`src/rtl/uart_ahb_pkg.sv`:
```
// Shared AHB-Lite encodings and bridge state type for the UART AHB front end.
package uart_ahb_pkg;

    localparam logic [1:0] HTRANS_IDLE   = 2'b00;
    localparam logic [1:0] HTRANS_BUSY   = 2'b01;
    localparam logic [1:0] HTRANS_NONSEQ = 2'b10;
    localparam logic [1:0] HTRANS_SEQ    = 2'b11;

    localparam logic [2:0] HSIZE_BYTE    = 3'b000;
    localparam logic [2:0] HSIZE_HALF    = 3'b001;
    localparam logic [2:0] HSIZE_WORD    = 3'b010;

    typedef enum logic [2:0] {IDLE, WR, RD1, RD2, ER1, ER2} state_t;

endpackage

```
`src/rtl/uart_ahb_if.sv`:
```
// AHB-Lite signal bundle between the interconnect and the UART bridge.
interface uart_ahb_if;

    logic        HSEL;
    logic [31:0] HADDR;
    logic [1:0]  HTRANS;
    logic        HWRITE;
    logic [2:0]  HSIZE;
    logic [31:0] HWDATA;
    logic        HREADY;
    logic [31:0] HRDATA;
    logic        HREADYOUT;
    logic        HRESP;

    modport slave (
        input  HSEL, HADDR, HTRANS, HWRITE, HSIZE, HWDATA, HREADY,
        output HRDATA, HREADYOUT, HRESP
    );

    modport master (
        output HSEL, HADDR, HTRANS, HWRITE, HSIZE, HWDATA,
        input  HREADY, HRDATA, HREADYOUT, HRESP
    );

endinterface

```
`src/rtl/uart_ahb_lane.sv`:
```
// Byte-lane steering between the 32-bit AHB data buses and the 8-bit register port.
module uart_ahb_lane (
    input  logic        endian,
    input  logic [31:0] wdata,
    output logic [7:0]  wbyte,
    input  logic [7:0]  rbyte,
    output logic [31:0] rword
);

    logic unused_wdata;

    assign unused_wdata = ^wdata[23:8];

    assign wbyte = endian ? wdata[31:24] : wdata[7:0];
    assign rword = endian ? {rbyte, 24'h000000} : {24'h000000, rbyte};

endmodule

```
`src/rtl/uart_ahb_bridge.sv`:
```
// AHB-Lite slave front end for the 16550 register file: one strobe per accepted
// transfer, registered read data with a single wait state, ERROR for wide accesses.
module uart_ahb_bridge
    import uart_ahb_pkg::*;
#(
    parameter int ADDR_WIDTH  = 5,
    parameter bit ERR_ON_WIDE = 1'b1
) (
    input  logic                  HCLK,
    input  logic                  HRESETn,
    uart_ahb_if.slave             ahb,
    input  logic                  SI_Endian,
    output logic [ADDR_WIDTH-3:0] reg_adr,
    output logic [7:0]            reg_dat_o,
    input  logic [7:0]            reg_dat_i,
    output logic                  reg_we,
    output logic                  reg_re
);

    state_t                state, state_nx;
    logic                  accept;
    logic                  wide;
    logic                  ready_st;
    logic [ADDR_WIDTH-3:0] adr_q;
    logic                  end_q;
    logic [7:0]            rdata;
    logic [7:0]            wbyte;
    logic [31:0]           rword;
    logic                  unused_haddr;

    assign unused_haddr = ^{ahb.HADDR[31:ADDR_WIDTH], ahb.HADDR[1:0]};

    assign accept   = ahb.HSEL & ahb.HREADY & ahb.HTRANS[1];
    assign wide     = (ahb.HSIZE != HSIZE_BYTE);
    // Only states that complete their data phase this cycle may take a new address phase.
    assign ready_st = (state == IDLE) || (state == WR) || (state == RD2) || (state == ER2);

    always_comb begin
        state_nx = IDLE;
        case (state)
            RD1:     state_nx = RD2;
            ER1:     state_nx = ER2;
            default: begin
                if (ready_st && accept) begin
                    if (ERR_ON_WIDE && wide) state_nx = ER1;
                    else if (ahb.HWRITE)     state_nx = WR;
                    else                     state_nx = RD1;
                end
            end
        endcase
    end

    always_ff @(posedge HCLK) begin
        if (!HRESETn) begin
            state <= IDLE;
            adr_q <= '0;
            end_q <= 1'b0;
            rdata <= '0;
        end else begin
            state <= state_nx;
            if (ready_st && accept) begin
                adr_q <= ahb.HADDR[ADDR_WIDTH-1:2];
                end_q <= SI_Endian;
            end
            if (state == RD1) rdata <= reg_dat_i;
        end
    end

    uart_ahb_lane u_lane (
        .endian (end_q),
        .wdata  (ahb.HWDATA),
        .wbyte  (wbyte),
        .rbyte  (rdata),
        .rword  (rword)
    );

    // Every output is a decode of registered state; write data is the live data-phase lane.
    always_comb begin
        reg_adr       = adr_q;
        reg_we        = (state == WR);
        reg_re        = (state == RD1);
        reg_dat_o     = (state == WR) ? wbyte : 8'h00;
        ahb.HREADYOUT = !((state == RD1) || (state == ER1));
        ahb.HRESP     = (state == ER1) || (state == ER2);
        ahb.HRDATA    = (state == RD2) ? rword : 32'h00000000;
    end

endmodule

```
`src/flat_wrapper.sv`:
```
// flat-port wrapper written by rule: the top's interface ports become plain ports
module uart_ahb_bridge_flat import uart_ahb_pkg::*;
#(
    parameter int ADDR_WIDTH  = 5,
    parameter bit ERR_ON_WIDE = 1'b1
)
  (HCLK, HRESETn, SI_Endian, reg_adr, reg_dat_o, reg_dat_i, reg_we, reg_re, ahb_HSEL, ahb_HADDR, ahb_HTRANS, ahb_HWRITE, ahb_HSIZE, ahb_HWDATA, ahb_HREADY, ahb_HRDATA, ahb_HREADYOUT, ahb_HRESP);
  uart_ahb_if ahb_i ();
  input  logic HCLK;
  input  logic HRESETn;
  input  logic SI_Endian;
  output logic [ADDR_WIDTH-3:0] reg_adr;
  output logic [7:0] reg_dat_o;
  input  logic [7:0] reg_dat_i;
  output logic reg_we;
  output logic reg_re;
  input wire logic [$bits(ahb_i.HSEL)-1:0] ahb_HSEL;
  input wire logic [$bits(ahb_i.HADDR)-1:0] ahb_HADDR;
  input wire logic [$bits(ahb_i.HTRANS)-1:0] ahb_HTRANS;
  input wire logic [$bits(ahb_i.HWRITE)-1:0] ahb_HWRITE;
  input wire logic [$bits(ahb_i.HSIZE)-1:0] ahb_HSIZE;
  input wire logic [$bits(ahb_i.HWDATA)-1:0] ahb_HWDATA;
  input wire logic [$bits(ahb_i.HREADY)-1:0] ahb_HREADY;
  output wire logic [$bits(ahb_i.HRDATA)-1:0] ahb_HRDATA;
  output wire logic [$bits(ahb_i.HREADYOUT)-1:0] ahb_HREADYOUT;
  output wire logic [$bits(ahb_i.HRESP)-1:0] ahb_HRESP;
  assign ahb_i.HSEL = ahb_HSEL;
  assign ahb_i.HADDR = ahb_HADDR;
  assign ahb_i.HTRANS = ahb_HTRANS;
  assign ahb_i.HWRITE = ahb_HWRITE;
  assign ahb_i.HSIZE = ahb_HSIZE;
  assign ahb_i.HWDATA = ahb_HWDATA;
  assign ahb_i.HREADY = ahb_HREADY;
  assign ahb_HRDATA = ahb_i.HRDATA;
  assign ahb_HREADYOUT = ahb_i.HREADYOUT;
  assign ahb_HRESP = ahb_i.HRESP;
  uart_ahb_bridge #(.ADDR_WIDTH(ADDR_WIDTH), .ERR_ON_WIDE(ERR_ON_WIDE)) u_core (.HCLK(HCLK), .HRESETn(HRESETn), .ahb(ahb_i), .SI_Endian(SI_Endian), .reg_adr(reg_adr), .reg_dat_o(reg_dat_o), .reg_dat_i(reg_dat_i), .reg_we(reg_we), .reg_re(reg_re));
endmodule
```
`config.mk`:
```
export PLATFORM = sky130hd
export DESIGN_NAME = uart_ahb_bridge_flat
export DESIGN_NICKNAME = d
export VERILOG_FILES = /design/src/rtl/uart_ahb_pkg.sv /design/src/rtl/uart_ahb_if.sv /design/src/rtl/uart_ahb_lane.sv /design/src/rtl/uart_ahb_bridge.sv /design/src/flat_wrapper.sv
export SDC_FILE = /design/constraint.sdc
export NUM_CORES = 1
export LEC_CHECK = 0
export BUFFER_PORTS_ARGS = -buffer_cell sky130_fd_sc_hd__buf_2
export CORE_ASPECT_RATIO = 2
export CORE_UTILIZATION = 30
export CTS_CLUSTER_SIZE = 20
export DETAILED_ROUTE_END_ITERATION = 12
export PLACE_DENSITY = 0.79
export SETUP_SLACK_MARGIN = 0.4
export SLEW_MARGIN = 25
export SYNTH_ARGS = -nofsm -noshare
export SYNTH_HDL_FRONTEND = slang
export SYNTH_SLANG_ARGS = --single-unit
```
`constraint.sdc`:
```
create_clock -name HCLK -period 2.6 [get_ports HCLK]
set_clock_uncertainty 0.1 [all_clocks]
set_input_delay 0.13 -clock HCLK [delete_from_list [all_inputs] [get_ports HCLK]]
set_output_delay 0.13 -clock HCLK [all_outputs]
set_load 0.02 [all_outputs]
```
==> metrics.txt <==
antenna viol nets, final 0; Worst-Skew Late Latency 0.25 ns; crit start category flop; compound-gate portion of the synthesized area 9.21%; Synth Area in Adders 0%; largest net degree at the start of global routing 12; relative slew slack 64.0%; full die area 3510 µm²; nets 280; Synth warnings 0; ranking of synthesized cells by area dfxtp_1 31%, mux2i_1 12%, buf_4 12%, nand2_1 10%, and2_1 10%; Req. time, crit path 2.37 ns; depth of the CTS H-tree 1; detailed placement HPWL 1780 µm; cell area power density 399 nW/µm²; # DRC 0; Area after DPL 1260 µm²; final hold violation count 0; Hold WC Path Type input port to flop; fin crit share 72.7%; Die W 42.4 µm; RSZ-0062 raised after global routing false; total CTS buffers 3; CP Class flop to primary output; largest fanout on the critical path 11; share of total power in sequential cells 46.0%; Max VDD drop 0.000332 V; Multi-input gate area 576 µm²; Port Buf Inserts 67; Reg area 300 µm²; Cell variety after synth 23; minimum clock period 1.89 ns; Worst Max-Slew Pin Slew 0.540 ns; detailed-route via count 1029; area leader, netlist dfxtp_1; # setup viols final 0; fillcell total 341; global route overflow 0; aggregate global-route resource usage 12.0%; Core ar. 3120 µm²; layout cell share with drive strength beyond 1 36.7%; CTS tree built; initial antenna violation count 0; main combinational cell family by area after synthesis simple AND/OR/NAND/NOR gates; # clock sinks 15; Max Cap Viol 0; Leakage 0.000704 µW; status complete, no violations; setup TNS 0 ns; clock root cell clkbuf_8; post_cts resized 0; io pins 130; P&R area growth vs syn 33.5%; Psw 141 µW; Starting Density 31.4%; placer congestion estimate 0.726; FP Rows 29; Mean Syn Cell Area 7.47 µm²; mux share of post-synthesis cell area 12.3%; clock-pin slew on the worst setup and hold paths 0.06 ns; xor/xnor share of the synthesized area 0%; Comb power frac 17.9%; CP Capture Type primary output; DRT iter0 DRCs 12; Clock Path Buffers 2; Max Fclk 529 MHz; Synth top area share 30.7%; post-synthesis sequential area ratio 30.7%; Post-Synthesis Cells 131; first-pass GRT wire length 3180 µm; final wirelength 2300 µm; Power Internal 380 µW; Critical Path AT 1.66 ns; Ant. Diodes 0; drt first pass iters 4; vias in the first global route 756; die height 82.8 µm; Final Slew Violations 0; synthesized cell area 978 µm²; post-synthesis register bit count 15; Setup Buffers After CTS 0; DR WL/cell 10.1 µm; simple-gate portion of the synthesized area 31.2%; sw frac 27.0%; vias per inst 4.53; hold buffer count at CTS 0; Final Instance Area 1310 µm²; Clock power frac 36.2%
-- per-layer routing --
metal	wire length (µm)	track usage [%]	up-vias	share of wire (%)
met4	53	7.50	0	2.3
li1	-	-	514	-
met1	874	12.2	449	38
met5	0	0	-	0
met3	158	1.52	6	6.9
met2	1210	22.5	60	53
-- Yosys cell counts --
cell type / n
conb_1: 1
nor2b_1: 3
buf_6: 1
o21ba_1: 1
o21bai_1: 2
buf_4: 16
nor2_1: 14
mux2i_1: 12
and3_1: 1
nor3_1: 1
buf_2: 1
a41o_1: 1
a32o_1: 1
inv_2: 1
nand2b_1: 1
and2_1: 16
clkbuf_1: 3
and2b_4: 1
inv_1: 2
a21oi_1: 9
nand2_1: 27
nand3_1: 1
dfxtp_1: 15
-- layout make-up --
| cell class | count | area share, % |
|---|---|---|
| clock buffer | 4 | 3.45 |
| multi-input combinational | 107 | 44.1 |
| tap | 31 | 2.97 |
| inverter | 3 | 0.862 |
| timing repair buffer | 67 | 25.7 |
| sequential | 15 | 23.0 |
-- worst max-delay path: stages (launching register included) --
cell     delay (ns)
dfxtp_1        0.66
and3_1         0.43
and2_1         0.17
buf_2          0.15
-- sequential cells by signal (all words and copies together) (netlist names) --
| register | flops |
|---|---|
| u_core.end_q | 1 |
| u_core.reg_adr | 3 |
| u_core.rdata | 8 |
| u_core.state | 3 |
-- through the flow --
step / util (%) / hold WS, ns / instances / total power [µW] / worst slack [ns]
4_1_cts: 41.9 / 0.0118 / 227 / 531 / 0.713
2_1_floorplan: - / 0.166 / 146 / 321 / 1.18
3_3_place_gp: 40.4 / 0.275 / 223 / 335 / 1.02
6_report: 41.9 / 0.0167 / 227 / 521 / 0.710
3_5_place_dp: 40.4 / 0.278 / 223 / 337 / 0.991
5_1_grt: 41.9 / 0.0156 / 227 / 551 / 0.571
-- power groups by stage --
stage	Clock [µW]	Combinational, µW	Sequential (µW)
floorplan	0	77.3	244
global placement	0	91.4	244
detailed placement	0	93.1	244
CTS	199	93.5	239
global route	209	102	240
finish	188	93.2	239
-- final timing paths --
kind                                  start                             end  slack [ns]  cells after the start
max               u_core.end_q$_SDFFE_PN0P_                  ahb_HRDATA[29]        0.71                      3
min reg2reg  u_core.reg_adr[1]$_SDFFE_PN0P_  u_core.reg_adr[1]$_SDFFE_PN0P_        0.36                      2
max reg2reg      u_core.state[2]$_SDFF_PN0_      u_core.state[0]$_SDFF_PN0_        1.24                      4
min                            reg_dat_i[4]    u_core.rdata[4]$_SDFFE_PN0P_        0.02                      3
-- cells by family (layout without fill, tap and decap cells) --
logic type,after synthesis,in the layout
AND/OR/NAND/NOR,65,65
buffers and inverters,24,74
flip-flops,15,15
AO/OA/AOI/OAI,14,14
multiplexers,12,12
other,1,16
-- layout by cell type, fill, tap and decap left out, types with 2 or more instances in the layout --
cell	count
clkbuf_8	3
dfxtp_1	15
nor2b_1	3
a21oi_1	9
buf_2	67
and2_1	16
inv_1	2
mux2i_1	12
nand2_1	27
conb_1	16
nor2_1	14
o21bai_1	2
Note: power is estimated with default switching activity, not from simulation.
